$ cat config.mk
export PLATFORM = sky130hd
export DESIGN_NAME = core_pipe_fetch_ctrl
export DESIGN_NICKNAME = d
export VERILOG_FILES = /design/src/rtl/core_pipe_fetch_ctrl_pkg.sv /design/src/rtl/core_pipe_fetch_align.sv /design/src/rtl/core_pipe_fetch_ctrl.sv
export SDC_FILE = /design/constraint.sdc
export NUM_CORES = 1
export LEC_CHECK = 0
export BUFFER_PORTS_ARGS = -buffer_cell sky130_fd_sc_hd__buf_2
export CORE_MARGIN = 8
export CORE_UTILIZATION = 40
export CTS_CLUSTER_DIAMETER = 30
export DETAILED_ROUTE_END_ITERATION = 6
export HOLD_SLACK_MARGIN = 0.03
export PLACE_DENSITY_LB_ADDON = 0.25
export SETUP_SLACK_MARGIN = 0.3
export SYNTH_ARGS = -nofsm -noshare
export SYNTH_HDL_FRONTEND = slang
export SYNTH_SLANG_ARGS = --single-unit
$ cat constraint.sdc
create_clock -name g_clk -period 7.2 [get_ports g_clk]
set_clock_uncertainty 0.15 [all_clocks]
set_input_delay 0.36 -clock g_clk [delete_from_list [all_inputs] [get_ports g_clk]]
set_output_delay 0.36 -clock g_clk [all_outputs]
set_load 0.1 [all_outputs]
$ cat src/rtl/core_pipe_fetch_ctrl_pkg.sv
// Shared definitions for the fetch sequencer: fetch granule size, the
// controller state encoding and the fill-size encoding driven by the
// halfword offset into the first fetched granule after a redirect.
package core_pipe_fetch_ctrl_pkg;

  localparam int CORE_FETCH_BYTES = 8;

  typedef enum logic [1:0] {
    FC_BOOT = 2'd0,
    FC_RUN  = 2'd1,
    FC_STOP = 2'd2
  } fc_state_e;

  // Encoded so that the value equals the halfword offset that produces it.
  typedef enum logic [1:0] {
    FILL_8 = 2'd0,
    FILL_6 = 2'd1,
    FILL_4 = 2'd2,
    FILL_2 = 2'd3
  } fill_size_e;

  function automatic fill_size_e fill_size_from_offset(input logic [1:0] offset);
    return fill_size_e'(offset);
  endfunction

endpackage

$ cat src/rtl/core_pipe_fetch_align.sv
// Response aligner: turns a 64-bit fetch response plus the halfword offset
// of the first useful instruction byte into a one-hot fill-size strobe and
// right-aligned fill data. Purely combinational.
//
// Ports:
//   en      in   response is to be written into the buffer this cycle
//   offset  in   halfword offset of the first useful halfword (0..3)
//   rdata   in   raw 64-bit response data
//   fill_2/4/6/8 out  one-hot fill-size strobe, all zero when en=0
//   data    out  rdata shifted right by 16*offset, zero when en=0
module core_pipe_fetch_align
  import core_pipe_fetch_ctrl_pkg::*;
(
  input  logic        en,
  input  logic [1:0]  offset,
  input  logic [63:0] rdata,
  output logic        fill_2,
  output logic        fill_4,
  output logic        fill_6,
  output logic        fill_8,
  output logic [63:0] data
);

  fill_size_e size;

  always_comb begin
    size   = fill_size_from_offset(offset);
    fill_2 = en && (size == FILL_2);
    fill_4 = en && (size == FILL_4);
    fill_6 = en && (size == FILL_6);
    fill_8 = en && (size == FILL_8);
    data   = en ? (rdata >> {offset, 4'b0000}) : 64'd0;
  end

endmodule

$ cat src/rtl/core_pipe_fetch_ctrl.sv
// Fetch sequencer between the instruction memory bus and the 12-byte fetch
// buffer. Issues 8-byte aligned requests when buffer space can be reserved,
// aligns responses into buffer fills, flushes on redirect while discarding
// stale in-flight responses, and halts fetching after a bus error.
//
// state | meaning
// BOOT  | one cycle after reset, no request issued
// RUN   | requests issued whenever space is reserved
// STOP  | bus error seen, no new requests until the next redirect
//
// Ports:
//   g_clk, g_resetn            clock, synchronous active-low reset
//   imem_req/gnt/addr          request handshake, addr 8-byte aligned
//   imem_recv/ack/rdata/error  response handshake, ack always 1
//   cf_req/target/ack          redirect, accepted in the cycle it is seen
//   buf_depth, buf_drain_bytes buffer occupancy and this cycle's drain
//   buf_flush, buf_fill_*      buffer flush, fill enable and size strobes
//   buf_data, buf_error        right-aligned fill data and error tag
module core_pipe_fetch_ctrl
  import core_pipe_fetch_ctrl_pkg::*;
#(
  parameter logic [63:0] RESET_PC        = 64'h0000_0000_8000_0000,
  parameter int          BUF_BYTES       = 12,
  parameter int          MAX_OUTSTANDING = 2
) (
  input  logic        g_clk,
  input  logic        g_resetn,
  output logic        imem_req,
  input  logic        imem_gnt,
  output logic [63:0] imem_addr,
  input  logic        imem_recv,
  output logic        imem_ack,
  input  logic [63:0] imem_rdata,
  input  logic        imem_error,
  input  logic        cf_req,
  input  logic [63:0] cf_target,
  output logic        cf_ack,
  input  logic [4:0]  buf_depth,
  output logic        buf_flush,
  output logic        buf_fill_en,
  output logic        buf_fill_2,
  output logic        buf_fill_4,
  output logic        buf_fill_6,
  output logic        buf_fill_8,
  output logic [63:0] buf_data,
  output logic        buf_error,
  input  logic [2:0]  buf_drain_bytes
);

  localparam logic [5:0] BUF_LIMIT = 6'(BUF_BYTES);
  localparam logic [1:0] MAX_OUT   = 2'(MAX_OUTSTANDING);
  localparam logic [63:0] FETCH_STEP = 64'(CORE_FETCH_BYTES);

  fc_state_e   state_q, state_d;
  logic [63:0] fetch_addr_q;
  logic [63:0] req_addr_q;
  logic [1:0]  offset_q;
  logic [1:0]  outstanding_q, outstanding_d;
  logic [1:0]  discard_q, discard_d;
  logic        req_hold_q;
  logic        pending_stale_q;

  logic        req_new;
  logic        gnt_acc;
  logic        recv_acc;
  logic        fill_active;
  logic [2:0]  outstanding_p1;
  logic [5:0]  space_need;
  logic        cf_target_unused;

  assign cf_target_unused = cf_target[0];

  // Space needed if one more request is granted: what stays after this
  // cycle's drain plus a full granule for every in-flight request.
  assign outstanding_p1 = {1'b0, outstanding_q} + 3'd1;
  assign space_need     = {1'b0, buf_depth} - {3'b000, buf_drain_bytes}
                        + {outstanding_p1, 3'b000};

  assign req_new = (state_q == FC_RUN) && !req_hold_q
                && (space_need <= BUF_LIMIT) && (outstanding_q < MAX_OUT);

  // A request once raised stays up with its original address until granted,
  // even if a redirect or error happens meanwhile.
  assign imem_req  = req_hold_q | req_new;
  assign imem_addr = req_hold_q ? req_addr_q : fetch_addr_q;
  assign imem_ack  = 1'b1;

  assign cf_ack    = cf_req;
  assign buf_flush = cf_req;

  assign gnt_acc  = imem_req & imem_gnt;
  assign recv_acc = imem_recv;

  assign fill_active = recv_acc && (discard_q == 2'd0) && !cf_req;
  assign buf_fill_en = fill_active;
  assign buf_error   = fill_active & imem_error;

  core_pipe_fetch_align u_align (
    .en     (fill_active),
    .offset (offset_q),
    .rdata  (imem_rdata),
    .fill_2 (buf_fill_2),
    .fill_4 (buf_fill_4),
    .fill_6 (buf_fill_6),
    .fill_8 (buf_fill_8),
    .data   (buf_data)
  );

  always_ff @(posedge g_clk) begin
    if (!g_resetn) state_q <= FC_BOOT;
    else           state_q <= state_d;
  end

  always_comb begin
    state_d = state_q;
    case (state_q)
      FC_BOOT: state_d = FC_RUN;
      FC_RUN:  if (fill_active && imem_error) state_d = FC_STOP;
      FC_STOP: state_d = FC_STOP;
      default: state_d = FC_BOOT;
    endcase
    if (cf_req) state_d = FC_RUN;
  end

  always_comb begin
    outstanding_d = outstanding_q;
    if (gnt_acc && !recv_acc)      outstanding_d = outstanding_q + 2'd1;
    else if (!gnt_acc && recv_acc) outstanding_d = outstanding_q - 2'd1;

    // On redirect everything still in flight next cycle is stale. A stale
    // pending request joins the discard count only once it is granted.
    discard_d = discard_q;
    if (cf_req) begin
      discard_d = outstanding_d;
    end else begin
      if (recv_acc && (discard_q != 2'd0)) discard_d = discard_d - 2'd1;
      if (gnt_acc && pending_stale_q)      discard_d = discard_d + 2'd1;
    end
  end

  always_ff @(posedge g_clk) begin
    if (!g_resetn) begin
      fetch_addr_q    <= {RESET_PC[63:3], 3'b000};
      offset_q        <= RESET_PC[2:1];
      req_addr_q      <= 64'd0;
      req_hold_q      <= 1'b0;
      pending_stale_q <= 1'b0;
      outstanding_q   <= 2'd0;
      discard_q       <= 2'd0;
    end else begin
      req_hold_q    <= imem_req & ~imem_gnt;
      req_addr_q    <= imem_addr;
      outstanding_q <= outstanding_d;
      discard_q     <= discard_d;
      if (cf_req) begin
        fetch_addr_q    <= {cf_target[63:3], 3'b000};
        offset_q        <= cf_target[2:1];
        pending_stale_q <= imem_req & ~imem_gnt;
      end else begin
        // fetch_addr already points at the redirect target when a stale
        // request is granted, so only fresh grants advance it.
        if (gnt_acc && !pending_stale_q) fetch_addr_q <= fetch_addr_q + FETCH_STEP;
        if (gnt_acc)                     pending_stale_q <= 1'b0;
        if (fill_active)                 offset_q <= 2'd0;
      end
    end
  end

endmodule

==> impl_table.tex <==
\begin{tabular}{lr}
\hline
Metric & Value \\
\hline
\multicolumn{2}{l}{\textbf{Drt}} \\
Number of violations reported at the end of detailed-routing iteration 0 & 492 \\
WL/cell & 17.7 um \\
Remaining design rule violation count & 0 \\
First drt pass iteration count & 5 \\
Routed WL & 26.3 mm \\
Post-DR vias/cell & 5.27 \\
Vias after detailed routing & 7833 \\
Antenna violation net count after detailed routing & 0 \\
\multicolumn{2}{l}{\textbf{Logic synthesis}} \\
Number of synthesized register bits & 135 \\
Unique masters post-synth & 54 \\
Cell taking the most area after synthesis & sky130\_fd\_sc\_hd\_\_dfxtp\_1 \\
Fraction of post-synthesis cell area in the top cell type by area & 33.4\% \\
Average cell area after synthesis & 8.37 sq um \\
Post-synth net total & 1123 \\
Syn. warnings & 0 \\
Synth Cell Area & 8080 sq um \\
Fraction of the yosys area taken by sequential cells & 33.4\% \\
Syn Inst Count & 966 \\
Top cells by area, synth & sky130\_fd\_sc\_hd\_\_dfxtp\_1, sky130\_fd\_sc\_hd\_\_mux2\_2, sky130\_fd\_sc\_hd\_\_and2\_1, sky130\_fd\_sc\_hd\_\_mux2i\_1, sky130\_fd\_sc\_hd\_\_a211oi\_1 \\
\multicolumn{2}{l}{\textbf{CTS}} \\
Number of sinks handled by clock tree synthesis & 135 \\
Library cell used as clock root buffer & sky130\_fd\_sc\_hd\_\_clkbuf\_16 \\
CTS-repair resized insts & 0 \\
Count of hold-fix buffers inserted at cts & 7 \\
Clock Latency Late Sink & 0.42 ns \\
Buffers inserted by post-CTS timing repair & 0 \\
CTS tree & built \\
Clk slew on worst S/H paths & 0.06 ns \\
Longest Clk Path Bufs & 2 \\
Level count of the clock H-tree & 4 \\
Cts bufs inserted & 17 \\
\multicolumn{2}{l}{\textbf{Critical path}} \\
Critical path's top delay family & buffers and inverters \\
Reg2reg setup slack & 3.04 ns \\
Series of cell instances along the critical path & ha\_1 -> inv\_1 -> ha\_1 -> inv\_1 -> ha\_1 -> nor2b\_1 -> mux2i\_1 -> nand4\_1 -> o21ba\_2 -> buf\_4 -> inv\_1 -> buf\_2 \\
Critical Path Max Stage Delay & 0.55 ns \\
R2R depth & 14 \\
Crit path depth & 12 \\
Kind of launch point of the worst setup path & register \\
Bufs and invs on worst path & 5 \\
Start of the worst register-to-register path & outstanding\_q[1] \\
Worst-path fanout max & 47 \\
Kind of capture point of the worst setup path & primary output \\
Critical R2R Capture & fetch\_addr\_q[58] \\
Worst endpoint required time & 6.69 ns \\
Path type of the worst setup path & register to primary output \\
Critical path arrival & 3.79 ns \\
Cell with the biggest individual delay on the critical path & sky130\_fd\_sc\_hd\_\_buf\_2 \\
\multicolumn{2}{l}{\textbf{STA}} \\
Unrepaired setup endpoints after global routing & false \\
\# setup viols final & 0 \\
Worst relative slew slack & 25.4\% \\
Setup total negative slack & 0 ns \\
Min Tclk post-route & 4.30 ns \\
Post-route fraction of the period consumed by the critical path & 59.7\% \\
Final slew viol count & 0 \\
Worst Hold Margin & 0.0439 ns \\
Final hold violation count & 0 \\
FMAX & 0.233 GHz \\
Actual slew at the worst max-slew pin & 1.12 ns \\
\multicolumn{2}{l}{\textbf{Worst hold path}} \\
Worst hold stages & 3 \\
Kind of path behind the tightest hold check & input pin to register \\
Hold worst-path end & fetch\_addr\_q[32] \\
Hold path startpoint & cf\_target[32] \\
\multicolumn{2}{l}{\textbf{Floorplan}} \\
Io pins & 280 \\
Row count & 52 \\
Area of the die & 25000 sq um \\
Die width & 158 um \\
Die Span Y & 158 um \\
Core Footprint & 20000 sq um \\
Starting utilization of the core area & 40.3\% \\
\multicolumn{2}{l}{\textbf{Final layout}} \\
Fraction of final layout cells sized beyond drive strength 1 & 33.1\% \\
Area delta synth->final & 25.9\% \\
Post-layout nets & 1359 \\
Filler-free cell count of the finished design & 1485 \\
Leading cell types in the layout, fill and taps excluded & sky130\_fd\_sc\_hd\_\_buf\_2, sky130\_fd\_sc\_hd\_\_dfxtp\_1, sky130\_fd\_sc\_hd\_\_and2\_1, sky130\_fd\_sc\_hd\_\_nor2\_1 \\
Antenna fix cells & 0 \\
Commonest non-fill, non-tap cell in the layout & sky130\_fd\_sc\_hd\_\_buf\_2 \\
\multicolumn{2}{l}{\textbf{Place}} \\
Port-buffer cells & 277 \\
Count of placed standard cells including taps & 1446 \\
Total half-perimeter wirelength after legalization and detailed placement & 19.2 mm \\
Placer congestion estimate & 0.835 \\
\multicolumn{2}{l}{\textbf{Power}} \\
Peak supply drop & 0.144 mV \\
Pwr per Cell Area & 276 nW/um\^{}2 \\
Static leakage power & 0.00438 uW \\
\multicolumn{2}{l}{\textbf{Global route}} \\
Antenna violations before repair & 2 \\
First-pass GRT wire length & 40.7 mm \\
Total congestion overflow & 0 \\
Via count of the first global-routing pass & 7751 \\
Tot GR Track Use & 20.5\% \\
Largest net degree at the start of global routing & 121 \\
\multicolumn{2}{l}{\textbf{Job}} \\
Maximum capacitance violations & 0 \\
\multicolumn{2}{l}{\textbf{Outcome}} \\
Result of the run & completed \\
\hline
\end{tabular}
## flip-flops by register name, summed over array words and instances, names as in the netlist
signal	flops
fetch_addr_q	61
req_hold_q	1
state_q	2
discard_q	2
outstanding_q	2
offset_q	2
pending_stale_q	1
req_addr_q	64
## cell families after synthesis
kind of cell	synth area share, %
AND/OR/NAND/NOR	27.2
AO/OA/AOI/OAI	13.4
flip-flops	33.4
buffers and inverters	5.67
multiplexers	12.9
XOR/XNOR	4.88
adder cells (fa/ha/maj)	2.41
other	0.0464
## power by group
part           total, uW  leakage, uW  switching (uW)  internal (uW)
registers            850      0.00112            45.1            805
logic               1090      0.00298             834            254
clock network        866     0.000283             344            521
total               2800      0.00438            1220           1580
## how the worst max path moves through the flow
stage	startpoint	to	slack, ns
after detailed placement	buf_drain_bytes[1]	fetch_addr_q[58]	2.99
after global placement	buf_depth[1]	fetch_addr_q[58]	3.03
after CTS	outstanding_q[0]	imem_req	2.89
after global routing	outstanding_q[1]	imem_req	2.68
after floorplan	offset_q[1]	buf_data[10]	3.14
final	outstanding_q[1]	imem_req	2.90
## worst register-to-register path, cell delays in order (launching register included)
cell and delay [ns]:
sky130_fd_sc_hd__dfxtp_1 0.35, sky130_fd_sc_hd__ha_1 0.32, sky130_fd_sc_hd__inv_1 0.05, sky130_fd_sc_hd__ha_1 0.26, sky130_fd_sc_hd__inv_1 0.04, sky130_fd_sc_hd__ha_1 0.34
sky130_fd_sc_hd__nor2b_1 0.15, sky130_fd_sc_hd__mux2i_1 0.13, sky130_fd_sc_hd__nand4_1 0.12, sky130_fd_sc_hd__o21ba_2 0.23, sky130_fd_sc_hd__buf_4 0.30, sky130_fd_sc_hd__inv_1 0.54
sky130_fd_sc_hd__nand4_1 0.44, sky130_fd_sc_hd__or4_1 0.51, sky130_fd_sc_hd__a31oi_1 0.16
## synthesized netlist by cell type (all sizes together)
master    n
mux2     60
xnor2    35
nor3     19
xor2     10
nor2b    27
clkbuf   64
nor4     30
and3     19
or4       8
o22ai     1
nor3b     3
mux2i    37
fa        1
nand2b    5
a21oi    61
a311oi    1
and4      7
o311a     1
a22oi     2
nand3    41
dfxtp   135
inv      22
and2     83
nor2     75
a32oi     4
a211oi   42
nor4b     2
a31oi     6
nand4    20
nand2    40
a211o     1
o31ai     2
o21ai    61
a21o      1
ha       14
buf      13
clkinv    1
or3      10
o21ba     1
conb      1
## cell type report
| class | count | area [sq um] |
|---|---|---|
| fill | 2043 | 9870 |
| multi-input combinational | 731 | 4920 |
| timing repair buffer | 294 | 1530 |
| clock buffer | 18 | 439 |
| inverter | 23 | 86.3 |
| clock inverter | 14 | 150 |
| sequential | 135 | 2710 |
| tap | 270 | 338 |
## through the flow
stage	power, uW	util (%)	instance area [sq um]	worst slack [ns]
after global placement	1950	47.5	9510	3.03
after global routing	2930	50.8	10200	2.68
after CTS	2830	50.8	10200	2.89
final	2800	50.8	10200	2.90
after detailed placement	1960	47.5	9510	2.99
after floorplan	1750	-	8080	3.14
## metal layers
layer / part of all wire [%] / routed length [um] / vias up / GRT usage, %
li1: - / - / 3914 / -
met4: 2.2 / 573 / 4 / 7.36
met5: 0.072 / 19 / - / 0
met1: 42 / 11100 / 3623 / 24.2
met3: 7.4 / 1960 / 47 / 5.57
met2: 48 / 12700 / 245 / 35.1
Power figures use the tool's default switching activity.
